## config.mk

```make
export PLATFORM = sky130hd
export DESIGN_NAME = frame_expand
export DESIGN_NICKNAME = d
export VERILOG_FILES = /design/src/rtl/frame_expand_pkg.sv /design/src/rtl/frame_peak_track.sv /design/src/rtl/frame_expand.sv
export SDC_FILE = /design/constraint.sdc
export NUM_CORES = 1
export LEC_CHECK = 0
export ABC_AREA = 1
export ABC_CLOCK_PERIOD_IN_PS = 3700
export CAP_MARGIN = 20
export CELL_PAD_IN_SITES_DETAIL_PLACEMENT = 1
export CELL_PAD_IN_SITES_GLOBAL_PLACEMENT = 2
export CORE_ASPECT_RATIO = 0.6
export CORE_MARGIN = 8
export CORE_UTILIZATION = 28
export CTS_BUF_LIST = sky130_fd_sc_hd__clkbuf_2 sky130_fd_sc_hd__clkbuf_4 sky130_fd_sc_hd__clkbuf_8
export DETAILED_ROUTE_END_ITERATION = 6
export PLACE_DENSITY = 0.94
export RECOVER_POWER = 100
export SLEW_MARGIN = 20
export SYNTH_ARGS = -nofsm -noshare
export SYNTH_HDL_FRONTEND = slang
export SYNTH_SLANG_ARGS = --single-unit
```

## constraint.sdc

```tcl
create_clock -name clk -period 3.7 [get_ports clk]
set_input_delay 0.555 -clock clk [delete_from_list [all_inputs] [get_ports clk]]
set_output_delay 0.555 -clock clk [all_outputs]
set_load 0.01 [all_outputs]
```

## src/rtl/frame_expand_pkg.sv

```systemverilog
// -----------------------------------------------------------------------------
// frame_expand_pkg
//   Shared types and helpers for the frame_expand FFT-input preprocessor.
//   - fe_state_t : framing FSM state (idle until the first sync, then run)
//   - idx_w()    : width of the in-frame sample index for a given frame length
// -----------------------------------------------------------------------------
package frame_expand_pkg;

   typedef enum logic {
      ST_IDLE = 1'b0,
      ST_RUN  = 1'b1
   } fe_state_t;

   // Index width for an n-point frame; never narrower than one bit.
   function automatic int idx_w(input int n);
      return (n < 2) ? 1 : $clog2(n);
   endfunction

endpackage

```

## src/rtl/frame_peak_track.sv

```systemverilog
// -----------------------------------------------------------------------------
// frame_peak_track
//   Tracks the largest sample magnitude within a frame and publishes it at the
//   last sample of the frame. The magnitude of the most negative code
//   saturates to the largest positive code, so the result always fits W_IN bits.
//   A frame that is abandoned by a resync never reaches its eop sample, so it
//   never produces a pulse; its partial maximum is discarded at the next sop.
//
// Ports
//   clk, rstn  : clock, asynchronous active-low reset
//   vld        : sample accepted this cycle
//   sop, eop   : accepted sample is index 0 / index N_FFT-1 of its frame
//   data       : signed sample
//   peak       : max |sample| of the last completed frame
//   peak_vld   : one-cycle pulse when peak is updated (aligned with o_eop)
// -----------------------------------------------------------------------------
module frame_peak_track #(
   parameter int W_IN = 16
) (
   input  logic            clk,
   input  logic            rstn,
   input  logic            vld,
   input  logic            sop,
   input  logic            eop,
   input  logic [W_IN-1:0] data,
   output logic [W_IN-1:0] peak,
   output logic            peak_vld
);

   localparam logic [W_IN-1:0] MOST_NEG = {1'b1, {(W_IN-1){1'b0}}};
   localparam logic [W_IN-1:0] MOST_POS = {1'b0, {(W_IN-1){1'b1}}};

   logic [W_IN-1:0] run_max;
   logic [W_IN-1:0] mag;
   logic [W_IN-1:0] base;
   logic [W_IN-1:0] cur_max;

   always_comb begin
      mag = data;
      if (data == MOST_NEG) begin
         mag = MOST_POS;
      end else if (data[W_IN-1]) begin
         mag = ~data + 1'b1;
      end
      // The sop sample restarts the running maximum.
      base    = sop ? '0 : run_max;
      // Magnitudes never exceed MOST_POS, so an unsigned compare is exact.
      cur_max = (mag > base) ? mag : base;
   end

   always_ff @(posedge clk or negedge rstn) begin
      if (!rstn) begin
         run_max  <= '0;
         peak     <= '0;
         peak_vld <= 1'b0;
      end else begin
         peak_vld <= vld && eop;
         if (vld) begin
            run_max <= cur_max;
         end
         if (vld && eop) begin
            peak <= cur_max;
         end
      end
   end

endmodule

```

## src/rtl/frame_expand.sv

```systemverilog
// -----------------------------------------------------------------------------
// frame_expand
//   FFT-input preprocessor. Each accepted signed W_IN sample is placed in a
//   W_OUT word with GUARD sign-copy headroom bits above it and zero fill below
//   it (exact, no rounding), one cycle after it arrives. Samples are grouped
//   into N_FFT-point frames marked with o_sop / o_eop.
//
//   Handshake: i_vld qualifies i_data for one cycle; there is no backpressure.
//   o_vld qualifies o_data, o_sop and o_eop; o_data holds its last value while
//   o_vld is low.
//
//   Framing: after reset all samples are discarded until the first i_sync.
//   i_sync (in either state) makes the sample of the same cycle, or else the
//   next accepted one, frame index 0; the abandoned partial frame gets no eop.
//
//   Optional feature macro FRAME_PEAK_EN: adds o_peak / o_peak_vld, the
//   saturated max |sample| of each completed frame (see frame_peak_track).
//
// Ports
//   clk, rstn   : clock, asynchronous active-low reset
//   i_sync      : frame realign request
//   i_data      : input sample (signed W_IN)
//   i_vld       : i_data valid
//   o_data      : expanded sample (W_OUT)
//   o_vld       : o_data valid
//   o_sop/o_eop : frame index 0 / N_FFT-1, qualified by o_vld
//   o_peak      : (FRAME_PEAK_EN) peak magnitude of last completed frame
//   o_peak_vld  : (FRAME_PEAK_EN) one-cycle pulse with o_eop
//   dbg_state   : current framing FSM state
//
//   W_OUT must be at least W_IN+GUARD; N_FFT must be a power of two >= 4.
// -----------------------------------------------------------------------------
module frame_expand
   import frame_expand_pkg::*;
#(
   parameter int W_IN  = 16,
   parameter int W_OUT = 32,
   parameter int GUARD = 4,
   parameter int N_FFT = 1024
) (
   input  logic             clk,
   input  logic             rstn,
   input  logic             i_sync,
   input  logic [W_IN-1:0]  i_data,
   input  logic             i_vld,
   output logic [W_OUT-1:0] o_data,
   output logic             o_vld,
   output logic             o_sop,
   output logic             o_eop,
`ifdef FRAME_PEAK_EN
   output logic [W_IN-1:0]  o_peak,
   output logic             o_peak_vld,
`endif
   output fe_state_t        dbg_state
);

   localparam int               IDX_W    = idx_w(N_FFT);
   localparam int               PAD      = W_OUT - W_IN - GUARD;
   localparam logic [IDX_W-1:0] IDX_LAST = IDX_W'(N_FFT - 1);

   fe_state_t        state;
   logic [IDX_W-1:0] idx;       // index the next accepted sample will take
   logic             accept;
   logic [IDX_W-1:0] smp_idx;   // index of the sample on i_data this cycle
   logic             is_first;
   logic             is_last;
   logic [W_OUT-1:0] expanded;

   always_comb begin
      // In IDLE the sync cycle itself already counts as running.
      accept   = i_vld && ((state == ST_RUN) || i_sync);
      // Sync overrides the counter, including at index N_FFT-1.
      smp_idx  = i_sync ? '0 : idx;
      is_first = (smp_idx == '0);
      is_last  = (smp_idx == IDX_LAST);
      // Sign-extend to the full word, then shift the zero fill in from below;
      // the shift drops the surplus sign copies, leaving exactly GUARD of them.
      expanded = W_OUT'($signed(i_data)) << PAD;
   end

   always_ff @(posedge clk or negedge rstn) begin
      if (!rstn) begin
         state  <= ST_IDLE;
         idx    <= '0;
         o_data <= '0;
         o_vld  <= 1'b0;
         o_sop  <= 1'b0;
         o_eop  <= 1'b0;
      end else begin
         if ((state == ST_IDLE) && i_sync) begin
            state <= ST_RUN;
         end

         if (accept) begin
            idx <= is_last ? '0 : smp_idx + 1'b1;
         end else if (i_sync) begin
            idx <= '0;
         end

         o_vld <= accept;
         o_sop <= accept && is_first;
         o_eop <= accept && is_last;
         if (accept) begin
            o_data <= expanded;
         end
      end
   end

   assign dbg_state = state;

`ifdef FRAME_PEAK_EN
   frame_peak_track #(
      .W_IN (W_IN)
   ) u_peak (
      .clk      (clk),
      .rstn     (rstn),
      .vld      (accept),
      .sop      (is_first),
      .eop      (is_last),
      .data     (i_data),
      .peak     (o_peak),
      .peak_vld (o_peak_vld)
   );
`endif

endmodule

```

Yosys cells after proc, flatten, opt, wreduce, memory -nomap -nowiden
Cells that the tools add are included.
{"block": "totals", "register_bits": 30, "output_inout_bits": 36, "elab_cells": 18, "input_bits": 20}
{"block": "op_classes", "reduce_logical": 6, "mux": 3, "bitwise": 1, "n_eq_ne": 1, "add_sub_neg": 1}
{"op": "$mux 10", "n": 3}
{"op": "$add 10x1->10 const B", "n": 1}
{"op": "$eq 10x10->1 const B", "n": 1}
{"op": "$logic_not 10->1", "n": 1}
{"op": "$logic_and 1x1->1", "n": 4}
{"op": "$logic_or 1x1->1", "n": 1}
{"op": "$not 1->1", "n": 1}

Logic depth before layout (Yosys ltp)
Gate-level depths: netlist (run 1).
{"block": "depth", "ltp_word": 4, "depth_mapped": 12, "mapped_depth_nobuf": 11}

Worst setup path before layout (run 1)
OpenSTA, ideal clock, no wires.
{"block": "synth_timing", "path_kind": "input port to flip-flop", "start": "in i_sync", "end": "reg idx[1]", "path_buffers": 1, "stages": 10, "t_arrival_ns": 1.572, "t_required_ns": 3.581, "setup_slack_ns": 2.009, "setup_time_ns": 0.119, "cell_sequence": "inv_2 -> buf_6 -> nand2_1 -> inv_1 -> ha_1 -> nand2_1 -> nor2_2 -> nand3_2 -> a31oi_1 -> inv_1"}
{"block": "synth_via", "elab_chain_cells": 4, "elab_cells_between_ends": 7, "classes_between": "add/sub (1); eq/ne (1); mux (3); reduce/logical (2)"}
{"element": "from (decl)", "line_no": "frame_expand.sv:43", "text": "input logic i_sync,"}
{"element": "$mux 10"}
{"element": "$add 10x1->10 / $eq 10x10->1 (equally long branches)", "line_no": "frame_expand.sv:95, frame_expand.sv:75"}
{"element": "$mux 10", "line_no": "frame_expand.sv:95", "text": "idx <= is_last ? '0 : smp_idx + 1'b1;"}
{"element": "$mux 10 (*)", "line_no": "frame_expand.sv:94", "text": "if (accept) begin"}
{"element": "to (signal assigned)", "line_no": "frame_expand.sv:95"}
{"element": "to (decl)", "line_no": "frame_expand.sv:62", "text": "logic [IDX_W-1:0] idx;"}
Mark *: on every way between the ends. The rest lies on a longest branch, timed or not.
A chain may end at the register's enable or synchronous reset.

Worst setup path in the final report (run 1)
{"block": "layout_timing", "start": "in i_sync", "end": "reg idx[4]"}
Same word-level chain as after synthesis.

==> run metrics, run 1 <==
crit path kind in2reg; Net Sw Frac 26.2%; Layout Cells excl Fill 316; Post-CTS Resized 0; Clock Sinks 30; leading cell type in the layout, fill and taps excluded nand2_1; max incr delay on CP between 0.7 and 0.8 ns; final setup fails 0; Mapped Area 1600 um^2; P_sw 0.200 mW; GR Overflow Total 0; DRC 0; drt wl/cell 13.3 um; CP startpoint kind input port; max_cap viols 1; CP max stage cell nor2_1; clock root buffer clkbuf_8; Arrival @ worst endpoint 2.99 ns; Seq/Total Area, Yosys 46.9%; Critical Path End Type flip-flop; Power Internal 0.563 mW; GRT Total Usage 10.5%; crit-path cells dlygate4sd3_1 -> nor2_2 -> nor2_1 -> inv_2 -> nor3_2 -> nand2_1 -> xor2_1; final setup TNS 0 ns; Peak VDD IR 172 uV; DRT iter0 DRCs 71; DIE WIDTH 114 um; fmax 353 MHz; Clk network pwr share 37.3%; hold_buf cts 0; Ys Warns 0; Synth cell types 24; RSZ-0062 raised after global routing false; Final Critical Period ~2.8 ns; CTS Buf Count 5; TritonRoute pass-1 iters 4; global-route wire length before repair 6.88 mm; Die H 74.5 um; Critical Path RT roughly 3.9 ns; Worst slew margin -11.6%; Rows 21; I/O Buffers 43; DP Cell Count 308; failing checks capacitance limit, slew limit; Hold WC Path Type reg2reg; Skew-Pair Late Insertion Delay 0.28 ns; clock transition at the registers of the reported paths 0.06 ns; num ports 56; HPWL Detailed 3.19 mm; Initial Util between 20 and 30%; Core ar. between 5000 and 6000 um^2; Fin. Hold Viols 0; number of register bits inferred by synthesis 30; share of layout cells above drive strength 1 10.6%; final-report max-slew violation count 31; combinational share of power 15.6%; skew final 0.00974 ns; nets 256; Slew @ Worst Pin 1.67 ns; PwrDens 366 nW/um^2; vias per cell 4.16; delay-heaviest family, CP simple AND/OR/NAND/NOR gates; post-route ant nets 0; Area Growth Syn to Fin 30.2%; RePlAce Congestion 0.818; post-route clock period utilization 76.7%; worst path bufs/invs 2; TritonCTS clock tree built; initial antenna violation count 0; Avg Inst Size Synth a little over 8 um^2; most frequent cells in the layout nand2_1 (67), dfrtp_1 (30), dlygate4sd3_1 (26); via count 1315; die area 8460 um^2; sequential share of power 47.0%; Critical Path Fanout Max 20; CTS H-tree lvls 2; leak pwr 1.00 nW; post-synthesis cell count 194; final wirelength approximately 4.2 mm; Fin Hold WS about 0.46 ns; status finished with violations; largest net degree at the start of global routing 31; setup bufs post-CTS 0; ANT cells 0; clock buffer depth 2; vias in the first global route 1338
==> cells by family (layout without fill, tap and decap cells) <==
kind of cell	count (synthesis)	after routing	synth area share [%]
compound gates	9	9	2.89
other cells	1	12	0.235
xor+xnor	1	1	0.548
buf+inv	41	72	15.3
simple gates	111	111	33.3
flops	30	30	46.9
fa+ha+maj	1	1	0.782
==> power by group through the flow <==
stage | registers, mW | logic, mW | clock network, mW
after detailed placement | 0.366 | 0.133 | 0
after CTS | 0.360 | 0.133 | 0.294
after floorplan | 0.374 | 0.0594 | 0
after global routing | 0.362 | 0.133 | 0.310
final | 0.359 | 0.119 | 0.285
after global placement | 0.365 | 0.131 | 0
==> layout make-up <==
| type | count | area [um^2] |
|---|---|---|
| Clock buffer | 7 | 90.1 |
| Clock inverter | 1 | 5.00 |
| Fill cell | 680 | 3460 |
| Inverter | 19 | 71.3 |
| Multi-Input combinational cell | 134 | 623 |
| Sequential cell | 30 | 751 |
| Tap cell | 80 | 100 |
| Timing Repair Buffer | 45 | 442 |
==> path summary, 6_finish.rpt <==
kind	startpoint	end	slack, ns	cells past startpoint
worst min-delay path	o_data[12]	o_data[12]	0.46	2
worst max register to register	dbg_state	idx[4]	1.52	6
min in group asynchronous	rstn	idx[3]	1.24	2
worst max-delay path	i_sync	idx[4]	0.86	7
worst min register to register	o_data[12]	o_data[12]	0.46	2
max in group asynchronous	rstn	o_data[18]	1.48	2
==> flip-flops by register name (all words and copies together), names as in the netlist <==
signal and count:
o_data 16, idx 10, dbg_state 1, o_eop 1, o_sop 1, o_vld 1
==> worst register-to-register path, stage by stage (launching register included) <==
cell,delay (ns)
dfrtp_1,0.36
nor2_2,0.05
nor2_1,0.77
inv_2,0.39
nor3_2,0.26
nand2_1,0.09
xor2_1,0.14
==> synth_stat cells <==
| library cell | count | area share (%) |
|---|---|---|
| xor2_1 | 1 | 0.55 |
| o21ai_0 | 3 | 0.94 |
| nor2_1 | 12 | 2.8 |
| a31oi_1 | 1 | 0.39 |
| buf_6 | 3 | 2.1 |
| nand3_1 | 9 | 2.8 |
| inv_1 | 15 | 3.5 |
| nor2_4 | 3 | 2.1 |
| conb_1 | 1 | 0.23 |
| dfrtp_1 | 30 | 47 |
| nand4_1 | 4 | 1.6 |
| o21ai_1 | 3 | 0.94 |
| nand3_2 | 5 | 3.1 |
| buf_2 | 1 | 0.31 |
| nor2_2 | 3 | 1.2 |
| nor4_2 | 1 | 0.78 |
| nand2_2 | 4 | 1.6 |
| buf_4 | 18 | 8.5 |
| nor3_2 | 2 | 1.3 |
| nor3_1 | 1 | 0.31 |
| ha_1 | 1 | 0.78 |
| inv_2 | 4 | 0.94 |
| a21oi_1 | 2 | 0.63 |
| nand2_1 | 67 | 16 |
==> through the flow <==
| step | setup WS, ns | total power, mW | area (um^2) | util, % |
|---|---|---|---|---|
| finish | 0.864 | 0.762 | 2080 | 37.6 |
| global route | 0.629 | 0.806 | 2080 | 37.6 |
| CTS | 1.37 | 0.787 | 2110 | 38.0 |
| detailed placement | 1.08 | 0.499 | 2010 | 36.3 |
| global placement | 1.22 | 0.496 | 2010 | 36.3 |
| floorplan | 2.01 | 0.433 | 1640 | - |
==> per-layer routing <==
metal	part of all wire, %	global-route usage, %
met1	50	13.9
met2	44	15.6
met3	4.7	3.65
met4	0.81	3.52
met5	0	0
Power figures use the tool's default switching activity.
==> run 2: changes to the inputs <==
--- a/config.mk
+++ b/config.mk
@@ -6,16 +6,16 @@
 export NUM_CORES = 1
 export LEC_CHECK = 0
 export ABC_AREA = 1
-export ABC_CLOCK_PERIOD_IN_PS = 3700
+export ABC_CLOCK_PERIOD_IN_PS = 2830
 export CAP_MARGIN = 20
 export CELL_PAD_IN_SITES_DETAIL_PLACEMENT = 1
 export CELL_PAD_IN_SITES_GLOBAL_PLACEMENT = 2
 export CORE_ASPECT_RATIO = 0.6
 export CORE_MARGIN = 8
-export CORE_UTILIZATION = 28
+export CORE_UTILIZATION = 26
 export CTS_BUF_LIST = sky130_fd_sc_hd__clkbuf_2 sky130_fd_sc_hd__clkbuf_4 sky130_fd_sc_hd__clkbuf_8
 export DETAILED_ROUTE_END_ITERATION = 6
-export PLACE_DENSITY = 0.94
+export PLACE_DENSITY = 0.89
 export RECOVER_POWER = 100
 export SLEW_MARGIN = 20
 export SYNTH_ARGS = -nofsm -noshare
==> constraint.sdc (replaced) <==
create_clock -name clk -period 2.83 [get_ports clk]
set_input_delay 0.4245 -clock clk [delete_from_list [all_inputs] [get_ports clk]]
set_output_delay 0.4245 -clock clk [all_outputs]
set_load 0.01 [all_outputs]
==> run 2 against run 1 <==
  * The run still ends with capacitance limit, slew limit left
  * Cell count rose by 1.6%
  * First-iteration DRC count is 11% lower
  * Core utilization is 2.7 points lower
  * Largest cell class unchanged
==> run metrics, run 2 (synthesis gave the netlist of run 1 again) <==
max_cap viols 1 (unchanged); Critical Path Fanout Max 12 (-40%); register area 751 um^2 (unchanged); Final Critical Period 2.40 ns; Power Internal 0.727 mW (+29%); hold path depth 2 (unchanged); clock buffer depth 2 (unchanged); fmax 417 MHz; post-route clock period utilization between 80% and 90%; die area 9000 um^2 (+6.3%); most frequent cells in the layout nand2_1 (67), dfrtp_1 (30), dlygate4sd3_1 (26); skew final 0.00663 ns (-0.00311 ns); CP startpoint kind input port; drt wl/cell 13.4 um (+0.20%); DP Cell Count 313 (+1.6%); Clk network pwr share 36.7% (-0.6 points); Worst R2R Start dbg_state; Layout Cells excl Fill 321 (+1.6%); Peak VDD IR 137 uV (-20%); final wirelength 4.29 mm (+1.8%); beginning of the critical path i_sync; Initial Util 26.5% (-2.3 points); Skew-Pair Late Insertion Delay 0.28 ns (about the same); Clock Sinks 30 (unchanged); Net Sw Frac 26.6% (+0.45 points); Slew @ Worst Pin 1.71 ns (+0.0388 ns); WP depth 12 (+5); Rows 22 (+4.8%); Post-CTS Resized 0 (unchanged); clock root buffer clkbuf_8; hold path start o_data[22]; hold_buf cts 0 (unchanged); vias per cell 4.00 (-4.0%); post-route ant nets 0 (unchanged); setup bufs post-CTS 0 (unchanged); CTS Buf Count 5 (unchanged); Arrival @ worst endpoint 2.52 ns (-0.47 ns); vias in the first global route 1388 (+3.7%); clock transition at the registers of the reported paths 0.07 ns (about the same); failing checks capacitance limit, slew limit; leading cell type in the layout, fill and taps excluded nand2_1; Die H 76.7 um (+3.0%); combinational share of power 16.0% (+0.4 points); max FFs per register 16 (unchanged); Core ar. 6030 um^2 (+8.7%); CP max stage cell dlygate4sd3_1; PwrDens 471 nW/um^2 (+29%); share of layout cells above drive strength 1 11.4% (+0.80 points); final-report max-slew violation count 31 (unchanged); CP most frequent cell nand2_1; Worst slew margin -14.2% (-2.6 points); DRC 0 (unchanged); Fin. Hold Viols 0 (unchanged); worst path bufs/invs 3 (+1); RSZ-0062 raised after global routing false; CTS H-tree lvls 2 (unchanged); DRT iter0 DRCs 63 (-11%); final setup TNS 0 ns (unchanged); delay-heaviest family, CP buffers and inverters; status finished with violations; biggest regs o_data (16), idx (10); TritonRoute pass-1 iters 4 (unchanged); initial antenna violation count 0 (unchanged); largest reg by FF count o_data; Final Core Density 34.9% (-2.7 points); HPWL Detailed 3.36 mm (+5.0%); fill count 753 (+11%); TritonCTS clock tree built; GRT Total Usage 10.1% (-0.38 points); ANT cells 0 (unchanged); nets 257 (+0.39%); P_sw 0.264 mW (+32%); crit-path cells dlygate4sd3_1 -> inv_2 -> nand2_1 -> inv_1 -> ha_1 -> nand2_1 -> nor2_1 -> nand2_1 -> nand2_1 -> nand2_1 -> nand2_1 -> o21ai_0; I/O Buffers 43 (unchanged); Hold WC Path Type reg2reg; via count 1283 (-2.4%); crit path kind in2reg; sequential share of power 47.3% (+0.3 points); GR Overflow Total 0 (unchanged); RePlAce Congestion 0.823 (+0.65%); leak pwr 1.00 nW (-0.16%); reg2reg path depth 4 (-2); Critical Path RT 2.95 ns (-0.91 ns); area occupied by multi-input gates 634 um^2 (+1.8%); Area Growth Syn to Fin 31.5%; global-route wire length before repair 7.20 mm (+4.6%); num ports 56 (unchanged); DIE WIDTH 117 um (+3.2%); final setup fails 0 (unchanged); largest net degree at the start of global routing 31 (unchanged); Critical Path End Type flip-flop; max incr delay on CP 0.64 ns (-0.13 ns)
## run 2: cell types whose count changed in the layout (fill, tap and decap cells not counted), sizes merged
| cell | change |
|---|---|
| clkinvlp | +1 |
## run 2: path summary, 6_finish.rpt
path / slack (ns) / to
max: 0.43 / idx[8]
min: 0.46 / o_data[22]
max reg2reg: 1.03 / idx[8]
min reg2reg: 0.46 / o_data[22]
max in group asynchronous: 0.70 / o_data[20]
min in group asynchronous: 1.13 / idx[6]
## run 2: worst min-delay path, stage by stage (launching register included)
cell and delay (ns):
dfrtp_1 0.34, nand2_1 0.05, nand2_1 0.05
## run 2: area by class of cell
| type | count | area share [%] |
|---|---|---|
| flip-flops and latches | 30 | 35.7 |
| multi-input cells | 134 | 30.2 |
| repair buffers | 46 | 21.2 |
| well taps | 84 | 5.00 |
| clock buffers | 6 | 3.93 |
| inverters | 19 | 3.39 |
| clock inverters | 2 | 0.595 |
## run 2: metrics by stage
stage	hold WS, ns	setup WS, ns	power [mW]	instance area, um^2
floorplan	0.129	1.27	0.566	1640
global placement	0.455	0.500	0.650	2020
detailed placement	0.459	0.381	0.653	2020
CTS	0.476	0.676	1.03	2120
global route	0.486	0.280	1.05	2100
finish	0.463	0.430	0.991	2100
## run 2: power by group through the flow
| stage | logic [mW] | registers [mW] | clock network, mW |
|---|---|---|---|
| 6_report | 0.158 | 0.469 | 0.364 |
| 3_3_place_gp | 0.172 | 0.478 | 0 |
| 3_5_place_dp | 0.175 | 0.478 | 0 |
| 4_1_cts | 0.175 | 0.471 | 0.385 |
| 2_1_floorplan | 0.0777 | 0.489 | 0 |
| 5_1_grt | 0.177 | 0.472 | 0.404 |
## run 2: routing by layer
layer  vias to the layer above  GRT usage, %  wire length, um
met3                         5          3.36              245
met4                         0          3.81               49
met5                         -             0                0
met1                       596          13.6             2180
li1                        655             -                -
met2                        27          14.5             1810
